--- src/rtl/mem_ctrl_pkg.sv ---
// Shared definitions for the memory controller: fetch FSM states and RAM defaults.
package mem_ctrl_pkg;

    localparam int         RAM_ADDR_W_DEF = 17;
    localparam int         FETCH_BYTES    = 4;
    localparam logic [7:0] ZERO_BYTE      = 8'h00;

    typedef enum logic {
        IF_IDLE  = 1'b0,
        IF_FETCH = 1'b1
    } if_state_e;

endpackage

--- src/rtl/mem_ctrl.sv ---
// Memory controller: the MEM stage gets priority pass-through access to a single-port
// byte RAM, and the IF stage gets 32-bit little-endian fetches assembled one byte per cycle.
//
// state    | meaning
// ---------+-------------------------------------------------------------
// IF_IDLE  | no fetch in progress; accepts if_req when if_clear is low
// IF_FETCH | issuing byte reads (when MEM is quiet) and capturing bytes
module mem_ctrl
    import mem_ctrl_pkg::*;
#(
    parameter int ADDR_W = RAM_ADDR_W_DEF
) (
    input  logic              clk,
    input  logic              rst,
    input  logic              mem_req,
    input  logic              mem_r_w,
    input  logic [31:0]       mem_req_addr,
    input  logic [7:0]        mem_req_data,
    output logic [7:0]        mem_data_o,
    input  logic              if_req,
    input  logic [31:0]       if_addr,
    input  logic              if_clear,
    output logic [31:0]       if_inst_o,
    output logic              if_done,
    output logic              if_busy,
    input  logic [7:0]        ram_din,
    output logic [7:0]        ram_dout,
    output logic [ADDR_W-1:0] ram_a,
    output logic              ram_wr
);

    if_state_e         state_q, state_d;
    logic [ADDR_W-1:0] fetch_base_q, fetch_base_d;
    logic [2:0]        issue_cnt_q, issue_cnt_d;
    logic              pend_q, pend_d;
    logic [1:0]        pend_idx_q, pend_idx_d;
    logic [7:0]        byte0_q, byte0_d;
    logic [7:0]        byte1_q, byte1_d;
    logic [7:0]        byte2_q, byte2_d;
    logic [31:0]       if_inst_q, if_inst_d;
    logic              if_done_q, if_done_d;
    logic              if_issue;

    // Address bits above the RAM width are intentionally ignored (addresses wrap).
    logic unused_addr_bits;
    assign unused_addr_bits = ^{if_addr[31:ADDR_W], mem_req_addr[31:ADDR_W]};

    // State register: all fetch-side flops, synchronous reset.
    always_ff @(posedge clk) begin
        if (rst) begin
            state_q      <= IF_IDLE;
            fetch_base_q <= '0;
            issue_cnt_q  <= '0;
            pend_q       <= 1'b0;
            pend_idx_q   <= '0;
            byte0_q      <= ZERO_BYTE;
            byte1_q      <= ZERO_BYTE;
            byte2_q      <= ZERO_BYTE;
            if_inst_q    <= '0;
            if_done_q    <= 1'b0;
        end else begin
            state_q      <= state_d;
            fetch_base_q <= fetch_base_d;
            issue_cnt_q  <= issue_cnt_d;
            pend_q       <= pend_d;
            pend_idx_q   <= pend_idx_d;
            byte0_q      <= byte0_d;
            byte1_q      <= byte1_d;
            byte2_q      <= byte2_d;
            if_inst_q    <= if_inst_d;
            if_done_q    <= if_done_d;
        end
    end

    // Next-state: accept, issue-count, byte capture, completion and flush.
    always_comb begin
        state_d      = state_q;
        fetch_base_d = fetch_base_q;
        issue_cnt_d  = issue_cnt_q;
        pend_d       = pend_q;
        pend_idx_d   = pend_idx_q;
        byte0_d      = byte0_q;
        byte1_d      = byte1_q;
        byte2_d      = byte2_q;
        if_inst_d    = if_inst_q;
        if_done_d    = 1'b0;
        case (state_q)
            IF_IDLE: begin
                if (if_req && !if_clear) begin
                    state_d      = IF_FETCH;
                    fetch_base_d = if_addr[ADDR_W-1:0];
                    issue_cnt_d  = '0;
                    pend_d       = 1'b0;
                end
            end
            IF_FETCH: begin
                if (if_clear) begin
                    // Flush wins over a same-edge completion; the in-flight byte is dropped.
                    state_d = IF_IDLE;
                    pend_d  = 1'b0;
                end else begin
                    pend_d     = if_issue;
                    pend_idx_d = issue_cnt_q[1:0];
                    if (if_issue) begin
                        issue_cnt_d = issue_cnt_q + 3'd1;
                    end
                    if (pend_q) begin
                        case (pend_idx_q)
                            2'd0: byte0_d = ram_din;
                            2'd1: byte1_d = ram_din;
                            2'd2: byte2_d = ram_din;
                            default: begin
                                if_inst_d = {ram_din, byte2_q, byte1_q, byte0_q};
                                if_done_d = 1'b1;
                                state_d   = IF_IDLE;
                            end
                        endcase
                    end
                end
            end
            default: state_d = IF_IDLE;
        endcase
    end

    // Outputs: RAM port mux (MEM first, then IF issue) and registered status.
    always_comb begin
        if_issue = !rst && (state_q == IF_FETCH) && !mem_req
                   && (issue_cnt_q < 3'(FETCH_BYTES));
        ram_a    = '0;
        ram_wr   = 1'b0;
        ram_dout = ZERO_BYTE;
        if (!rst) begin
            if (mem_req) begin
                ram_a    = mem_req_addr[ADDR_W-1:0];
                ram_wr   = mem_r_w;
                ram_dout = mem_req_data;
            end else if (if_issue) begin
                ram_a = fetch_base_q + ADDR_W'(issue_cnt_q);
            end
        end
        mem_data_o = ram_din;
        if_inst_o  = if_inst_q;
        if_done    = if_done_q;
        if_busy    = (state_q == IF_FETCH);
    end

endmodule

--- config.mk ---
export PLATFORM = sky130hd
export DESIGN_NAME = mem_ctrl
export DESIGN_NICKNAME = d
export VERILOG_FILES = /design/src/rtl/mem_ctrl_pkg.sv /design/src/rtl/mem_ctrl.sv
export SDC_FILE = /design/constraint.sdc
export NUM_CORES = 1
export LEC_CHECK = 0
export CELL_PAD_IN_SITES_DETAIL_PLACEMENT = 0
export CELL_PAD_IN_SITES_GLOBAL_PLACEMENT = 2
export CORE_MARGIN = 3
export CORE_UTILIZATION = 24
export DETAILED_ROUTE_END_ITERATION = 6
export PLACE_DENSITY_LB_ADDON = 0.1
export SYNTH_ARGS = -nofsm -noshare
export SYNTH_HDL_FRONTEND = slang
export SYNTH_SLANG_ARGS = --single-unit
export TNS_END_PERCENT = 10
--- constraint.sdc ---
create_clock -name clk -period 3.02 [get_ports clk]
set_input_delay 0.453 -clock clk [delete_from_list [all_inputs] [get_ports clk]]
set_output_delay 0.453 -clock clk [all_outputs]
set_load 0.03 [all_outputs]
; ---- After elaboration in Yosys (flattened, before gate mapping)
; Cells that the tools add are included.
; Widths: inputs -> output; s select.
[word_totals]
output_inout_bits = 68
elab_cells = 59
reg_bits = 81
[classes]
add_sub_neg = 2
bitwise_logic = 4
mux = 20
order_cmp = 1
eq_ne = 5
n_reduce_logical = 17
[op_table]
columns = op, n
row1 = $mux 17, 3
row2 = $add 17x3->17, 1
row3 = $mux 8, 2
row4 = $reduce_and 4->1, 4
row5 = $mux 1, 9
row6 = $mux 3, 3
row7 = $pmux 3 s2, 1
row8 = $logic_and 1x1->1, 4
row9 = $ne 2x2->1 const B, 2
row10 = $not 1->1, 4
row11 = $pmux 1 s2, 2
row12 = $reduce_and 2->1, 2
row13 = $reduce_or 4->1, 1
row14 = $add 3x1->3 const B, 1
row15 = $logic_not 1->1, 3
row16 = $lt 3x3->1 const B, 1
row17 = $reduce_and 3->1, 1
row18 = $reduce_or 3->1, 1
row19 = $eq 2x1->1 const B, 1
row20 = $eq 2x2->1 const B, 1
row21 = $logic_not 2->1, 1
row22 = $ne 2x1->1 const B, 1

; ---- Longest topological paths before layout
; Gate-level depths: netlist of run 1.
[depth]
depth_word = 7
ltp_mapped = 7

; ---- Worst setup path before layout of run 1
; OpenSTA, ideal clock, no wires.
[synth_path]
path_type = reg-to-output
start = reg state_q (netlist: if_busy)
end = out ram_a[10]
stages_incl_launch_ff = 6
required_time_ps = 2567
setup_slack_ps = 371
arrival_time_ps = 2196
n_path_buf = 2
cell_sequence = dfxtp_1 > inv_2 > or4_1 > buf_2 > buf_2 > o21ai_0
[synth_between]
elab_chain_len = 6
[synth_lines]
columns = item, line
row1 = from (decl), mem_ctrl.sv:32  ; if_state_e state_q, state_d;
row2 = from (signal assigned), mem_ctrl.sv:62  ; state_q <= state_d;
row3 = $logic_and 1x1->1 (2 in a row), mem_ctrl.sv:127  ; if_issue = !rst && (state_q == IF_FETCH) && !mem_req
row4 = $logic_and 1x1->1, mem_ctrl.sv:128  ; && (issue_cnt_q < 3'(FETCH_BYTES));
row5 = $mux 17, mem_ctrl.sv:137  ; end else if (if_issue) begin
row6 = $mux 17, mem_ctrl.sv:133  ; if (mem_req) begin
row7 = $mux 17, mem_ctrl.sv:132  ; if (!rst) begin
row8 = to (decl), mem_ctrl.sv:28  ; output logic [ADDR_W-1:0] ram_a,
; Every way passes these cells.

; ---- Worst setup path in the final report of run 1
[layout_path]
start = reg state_q (netlist: if_busy)
end = out ram_a[8]
; Same word-level chain as after synthesis.

==> out/metrics.cfg, run 1 <==
[yosys]
syn_avg_cell_area_sq_um = 7.97
ys_seq_elements = 81
synth_nets = 532
synth-main-ff-cell = dfxtp_1
netlist_instances = 441
synth_edf_count = 0
netlist_area_sq_um = 3510
async_flop_share_pct = 0
ys_seq_area_share_pct = 46.1
ys_types = 39
ys_warn_count = 0

[setup_path]
ff2ff_setup_slack_ps = 1200
r2r-start = if_busy
end_kind = primary output
startpoint_type = flip-flop
rr_worst_depth = 4
worstPathCellList = inv_2, or4_1, buf_4, o21ai_0, buf_4
crit_fanout = 13
cpPeakStageDelay_ps = 680
crit_path_start = if_busy
rr_endpoint = byte2_q[4]
slowest_stage = or4_1
crit_required_ps = 2570
path_class = flip-flop to primary output
crit_path_frequent_cell = buf_4
critPathCapture = ram_a[8]
cp_data_arrival_time_ps = 2230

[routing]
drtIter0Drc = 156
num_vias = 3272
wirelength_um = 10800
ant_nets = 0
route.detailed.drc = 0
routedWlPerCell_um = 14.6
dr.pass1.iters = 4
via_per_inst = 4.43

[placed_design]
gp_congestion = 0.818
dp_hpwl_um = 7930
numPortBuffers = 123

[floorplan]
core-area_sq_um = 14100
start_util_pct = 24.9
die_h_um = 127
die-area_sq_um = 16100
core.rowCount = 43
io_pins = 154
die_x_um = 127

[clocking]
insertion_delay_ps = 330
cts_num_sinks = 81
path_clk_slew_ps = 60
cts_hold_buf = 0
clock_path_buffers = 2
cts_setup_buffers = 0
htreeDepth = 3
cts_root_buffer = clkbuf_16
cts_inserted_buffers = 9
cts_tree = yes
post_cts_resized = 0

[sta]
rsz0062_at_grt = no
fin_crit_ps = 2680
finalSetupTns_ps = 0
hold_violations = 0
tightest_slew_ps = 714
slew_violations = 0
fin_skew_ps = 4.73
setup_viol = 0
fmax_ghz = 0.373
relSlewSlack_pct = 52.4
period_share_pct = 88.8

[final_layout]
finalNetCount = 646
drive_above_1_share_pct = 11.4
mostFrequentLayoutCell = nand2_1
nFillCells = 1482
insertedDiodeCount = 0
final_cell_mix = nand2_1, clkdlybuf4s50_1, dfxtp_1
area_delta_synth_final_pct = 46.1

[global_route]
grt_use_total_pct = 13.4
grt_pass1_vias = 3242
grt-ovfl-total = 0
grt_pass1_wl_um = 17000
grt_max_degree = 44
antenna_found_initial = 0

[power_and_ir_drop]
clock_power_share_pct = 44.7
power_frac_seq_pct = 45.1
total_power_mw = 2.42
p_sw_share_pct = 22.5
power_leakage_nw = 1.84
p_sw_mw = 0.544
power_density_nw_per_um2 = 472
vdd_drop_max_v = 0.000278
internal_power_mw = 1.88
p_comb_share_pct = 10.2

[status]
status = complete, no violations

[min_path]
min_path_type = flip-flop to flip-flop

[job]
drv_cap = 0

cell type report:
class / count / area [sq um] / share of cell area (%)
Clock inverter: 3 / 40.0 / 0.780
Timing Repair Buffer: 137 / 1270 / 24.7
Tap cell: 180 / 225 / 4.38
Sequential cell: 81 / 1620 / 31.6
Inverter: 1 / 3.75 / 0.0731
Clock buffer: 12 / 256 / 4.99
Multi-Input combinational cell: 325 / 1720 / 33.5
power groups by stage:
| stage | Clock, mW | Sequential (mW) | Combinational [mW] |
|---|---|---|---|
| floorplan | 0 | 1.12 | 0.113 |
| global placement | 0 | 1.12 | 0.252 |
| detailed placement | 0 | 1.12 | 0.252 |
| CTS | 1.13 | 1.09 | 0.253 |
| global route | 1.17 | 1.09 | 0.268 |
| finish | 1.08 | 1.09 | 0.248 |
worst max-delay path: cells and delay by family (launching register included):
family / cells / cell delay [ps]
simple gates: 1 / 680
buf+inv: 3 / 550
flops: 1 / 490
compound gates: 1 / 180
state kept, by name, summed over array words and instances (netlist names):
| name | flops |
|---|---|
| if_inst_o | 32 |
| fetch_base_q | 17 |
| byte0_q | 8 |
| byte1_q | 8 |
| byte2_q | 8 |
| issue_cnt_q | 3 |
| pend_idx_q | 2 |
| if_busy | 1 |
| if_done | 1 |
| pend_q | 1 |
synthesized netlist by cell type, drive strengths merged (4+ instances only):
master    n  area [sq um]
nand3    13          70.1
mux2i    18           180
nand2   129           484
nor3      8          56.3
nor2     28           115
clkbuf   17          63.8
xnor2    11          96.3
and2      9          56.3
ha        4          50.1
a21oi    61           305
dfxtp    81          1620
xor2      4          35.0
o21ai    15          75.1
nor4      4          25.0
buf      17           105
layer usage:
| metal | vias up | wire, um | global-route usage, % |
|---|---|---|---|
| li1 | 1686 | - | - |
| met1 | 1476 | 5030 | 17.5 |
| met2 | 99 | 4830 | 21.4 |
| met3 | 11 | 767 | 3.47 |
| met4 | 0 | 163 | 4.73 |
| met5 | - | 0 | 0 |
per-stage QoR:
step / hold WS [ps] / utilization (%) / setup WS [ps] / std cells / area, sq um
CTS: 456 / 36.4 / 276 / 739 / 5140
floorplan: 431 / - / 371 / 441 / 3510
global route: 475 / 36.4 / 150 / 739 / 5140
global placement: 443 / 34.3 / 506 / 724 / 4840
finish: 452 / 36.4 / 339 / 739 / 5140
detailed placement: 446 / 34.3 / 445 / 724 / 4840
kinds of logic (layout without fill, tap and decap cells):
kind of cell / count (synthesis) / count (layout) / synth area share, %
adder cells (fa/ha/maj): 5 / 5 / 1.99
AND/OR/NAND/NOR: 203 / 203 / 25.6
flip-flops: 81 / 81 / 46.1
buffers and inverters: 35 / 153 / 4.91
multiplexers: 18 / 18 / 5.13
XOR/XNOR: 15 / 15 / 3.74
AO/OA/AOI/OAI: 84 / 84 / 12.5
worst min-delay path by stage:
stage                              from       endpoint  slack, ps  cells after the start
after floorplan              byte0_q[0]   if_inst_o[0]        430                      2
after global placement    if_inst_o[31]  if_inst_o[31]        440                      2
after detailed placement   if_inst_o[5]   if_inst_o[5]        450                      2
after CTS                    byte2_q[6]  if_inst_o[22]        460                      2
after global routing         byte1_q[4]     byte1_q[4]        470                      2
final                        byte2_q[7]  if_inst_o[23]        450                      2
Note: power is estimated with default switching activity, not from simulation.
==> run 2, diff against run 1 <==
--- a/config.mk
+++ b/config.mk
@@ -8,7 +8,7 @@
 export CELL_PAD_IN_SITES_DETAIL_PLACEMENT = 0
 export CELL_PAD_IN_SITES_GLOBAL_PLACEMENT = 2
 export CORE_MARGIN = 3
-export CORE_UTILIZATION = 24
+export CORE_UTILIZATION = 23
 export DETAILED_ROUTE_END_ITERATION = 6
 export PLACE_DENSITY_LB_ADDON = 0.1
 export SYNTH_ARGS = -nofsm -noshare
==> constraint.sdc (replaced) <==
create_clock -name clk -period 2.9 [get_ports clk]
set_input_delay 0.435 -clock clk [delete_from_list [all_inputs] [get_ports clk]]
set_output_delay 0.435 -clock clk [all_outputs]
set_load 0.03 [all_outputs]
==> run 2 against run 1 <==
First-iteration DRC count fell by 33%. Sequential cell count did not move. Die area rose by 4.1%. Clock-buffer cell count did not move. Cell area rose by 0.83%. Sequential power rose by 5%. Highest routed layer unchanged.
==> out/metrics.cfg, run 2 (same netlist as run 1, synthesis figures left out) <==
[sta]
tightest_slew_ps = 700
setup_viol = 0
fin_skew_ps = 5.64
fmax_ghz = 0.368
hold_violations = 0
period_share_pct = 93.7
finalSetupTns_ps = 0
slew_violations = 0
relSlewSlack_pct = 53.3
timing.hold.ws_ps = 453
rsz0062_at_grt = no
fin_crit_ps = 2720

[power_and_ir_drop]
power_density_nw_per_um2 = 506
p_sw_mw = 0.593
p_sw_share_pct = 22.7
vdd_drop_max_v = 0.000233
p_comb_share_pct = 10.0
clock_power_share_pct = 46.5
power_leakage_nw = 1.86
power_frac_seq_pct = 43.4
internal_power_mw = 2.03

[placed_design]
gp_congestion = 0.779
dp.cells = 731
dp_hpwl_um = 8070
numPortBuffers = 123

[routing]
route.detailed.drc = 0
via_per_inst = 4.44
routedWlPerCell_um = 15.0
wirelength_um = 11200
drtIter0Drc = 104
num_vias = 3311
ant_nets = 0
dr.pass1.iters = 4

[setup_path]
rr_endpoint = byte2_q[4]
startpoint_type = flip-flop
rr_worst_depth = 5
worstPathCellList = ha_1, fa_1, a21oi_1, nor3_1, xnor2_1, o21ai_0, buf_4
crit_required_ps = 2470
path_class = flip-flop to primary output
end_kind = primary output
ff2ff_setup_slack_ps = 1130
cp_data_arrival_time_ps = 2280
crit_fanout = 4
cpPeakStageDelay_ps = 440
r2r-start = if_busy
slowest_stage = fa_1

[status]
status = complete, no violations

[floorplan]
io_pins = 154
start_util_pct = 23.8
die_x_um = 130
core-area_sq_um = 14800
die_h_um = 130
die-area_sq_um = 16800
core.rowCount = 44

[min_path]
min_path_type = flip-flop to flip-flop
hold_path.startpoint = byte1_q[7]
whs_path_depth = 2
hold_path_end = if_inst_o[15]

[final_layout]
insertedDiodeCount = 0
drive_above_1_share_pct = 11.7
largest_reg_flops = 32
final_cell_mix = nand2_1, clkdlybuf4s50_1, dfxtp_1
fin_cells = 746
mostFrequentLayoutCell = nand2_1
finalNetCount = 649
nFillCells = 1578
area_delta_synth_final_pct = 47.3

[global_route]
grt-ovfl-total = 0
grt_use_total_pct = 13.4
grt_pass1_wl_um = 17300
grt_max_degree = 42
antenna_found_initial = 0
grt_pass1_vias = 3242

[clocking]
clock_path_buffers = 2
cts_num_sinks = 81
insertion_delay_ps = 340
cts_tree = yes
htreeDepth = 3
cts_inserted_buffers = 9
path_clk_slew_ps = 60
post_cts_resized = 0
cts_hold_buf = 0
cts_setup_buffers = 0
cts_root_buffer = clkbuf_16

[job]
drv_cap = 0

## run 2: changes by cell type in the layout (fill, tap and decap cells not counted), sizes merged
cell / previous run / this run
clkinv: 2 / 1
buf: 41 / 44
bufinv: 1 / 2
## run 2: worst max-delay path by stage
| stage | end | slack, ps | start |
|---|---|---|---|
| floorplan | ram_a[10] | 270 | if_busy |
| global placement | ram_a[8] | 410 | mem_req |
| detailed placement | ram_a[12] | 380 | mem_req |
| CTS | ram_a[12] | 150 | issue_cnt_q[0] |
| global route | ram_a[10] | 40 | issue_cnt_q[0] |
| finish | ram_a[12] | 180 | issue_cnt_q[0] |
## run 2: cell type report
| class | count | area, sq um | area share, % |
|---|---|---|---|
| Multi-Input combinational cell | 325 | 1720 | 33.3 |
| Sequential cell | 81 | 1620 | 31.3 |
| Timing Repair Buffer | 140 | 1290 | 24.9 |
| Clock buffer | 12 | 246 | 4.76 |
| Tap cell | 184 | 230 | 4.45 |
| Clock inverter | 3 | 65.1 | 1.26 |
| Inverter | 1 | 3.75 | 0.0725 |
## run 2: worst max-delay path, delay by kind of cell (launching register included)
family,cells,cell delay (ps)
adder cells (fa/ha/maj),2,670
AO/OA/AOI/OAI,2,490
flip-flops,1,360
buffers and inverters,1,190
XOR/XNOR,1,130
AND/OR/NAND/NOR,1,100
## run 2: routing by layer
metal | part of all wire [%] | vias up | GRT usage [%]
li1 | - | 1700 | -
met2 | 44 | 92 | 20.9
met5 | 0 | - | 0
met4 | 1.8 | 0 | 5.68
met3 | 6.6 | 14 | 3.92
met1 | 48 | 1505 | 17.3
## run 2: power groups by stage
| stage | registers, mW | clock network [mW] | logic (mW) |
|---|---|---|---|
| floorplan | 1.16 | 0 | 0.118 |
| global placement | 1.16 | 0 | 0.265 |
| detailed placement | 1.16 | 0 | 0.267 |
| CTS | 1.14 | 1.26 | 0.269 |
| global route | 1.14 | 1.31 | 0.284 |
| finish | 1.14 | 1.22 | 0.263 |
## run 2: stage by stage
stage	total power, mW	utilization [%]	worst slack, ps	instance area, sq um
6_report	2.62	35.1	183	5180
5_1_grt	2.73	35.1	40.7	5180
3_3_place_gp	1.43	33.0	406	4870
4_1_cts	2.67	35.1	147	5180
2_1_floorplan	1.28	-	269	3510
3_5_place_dp	1.43	33.0	376	4870
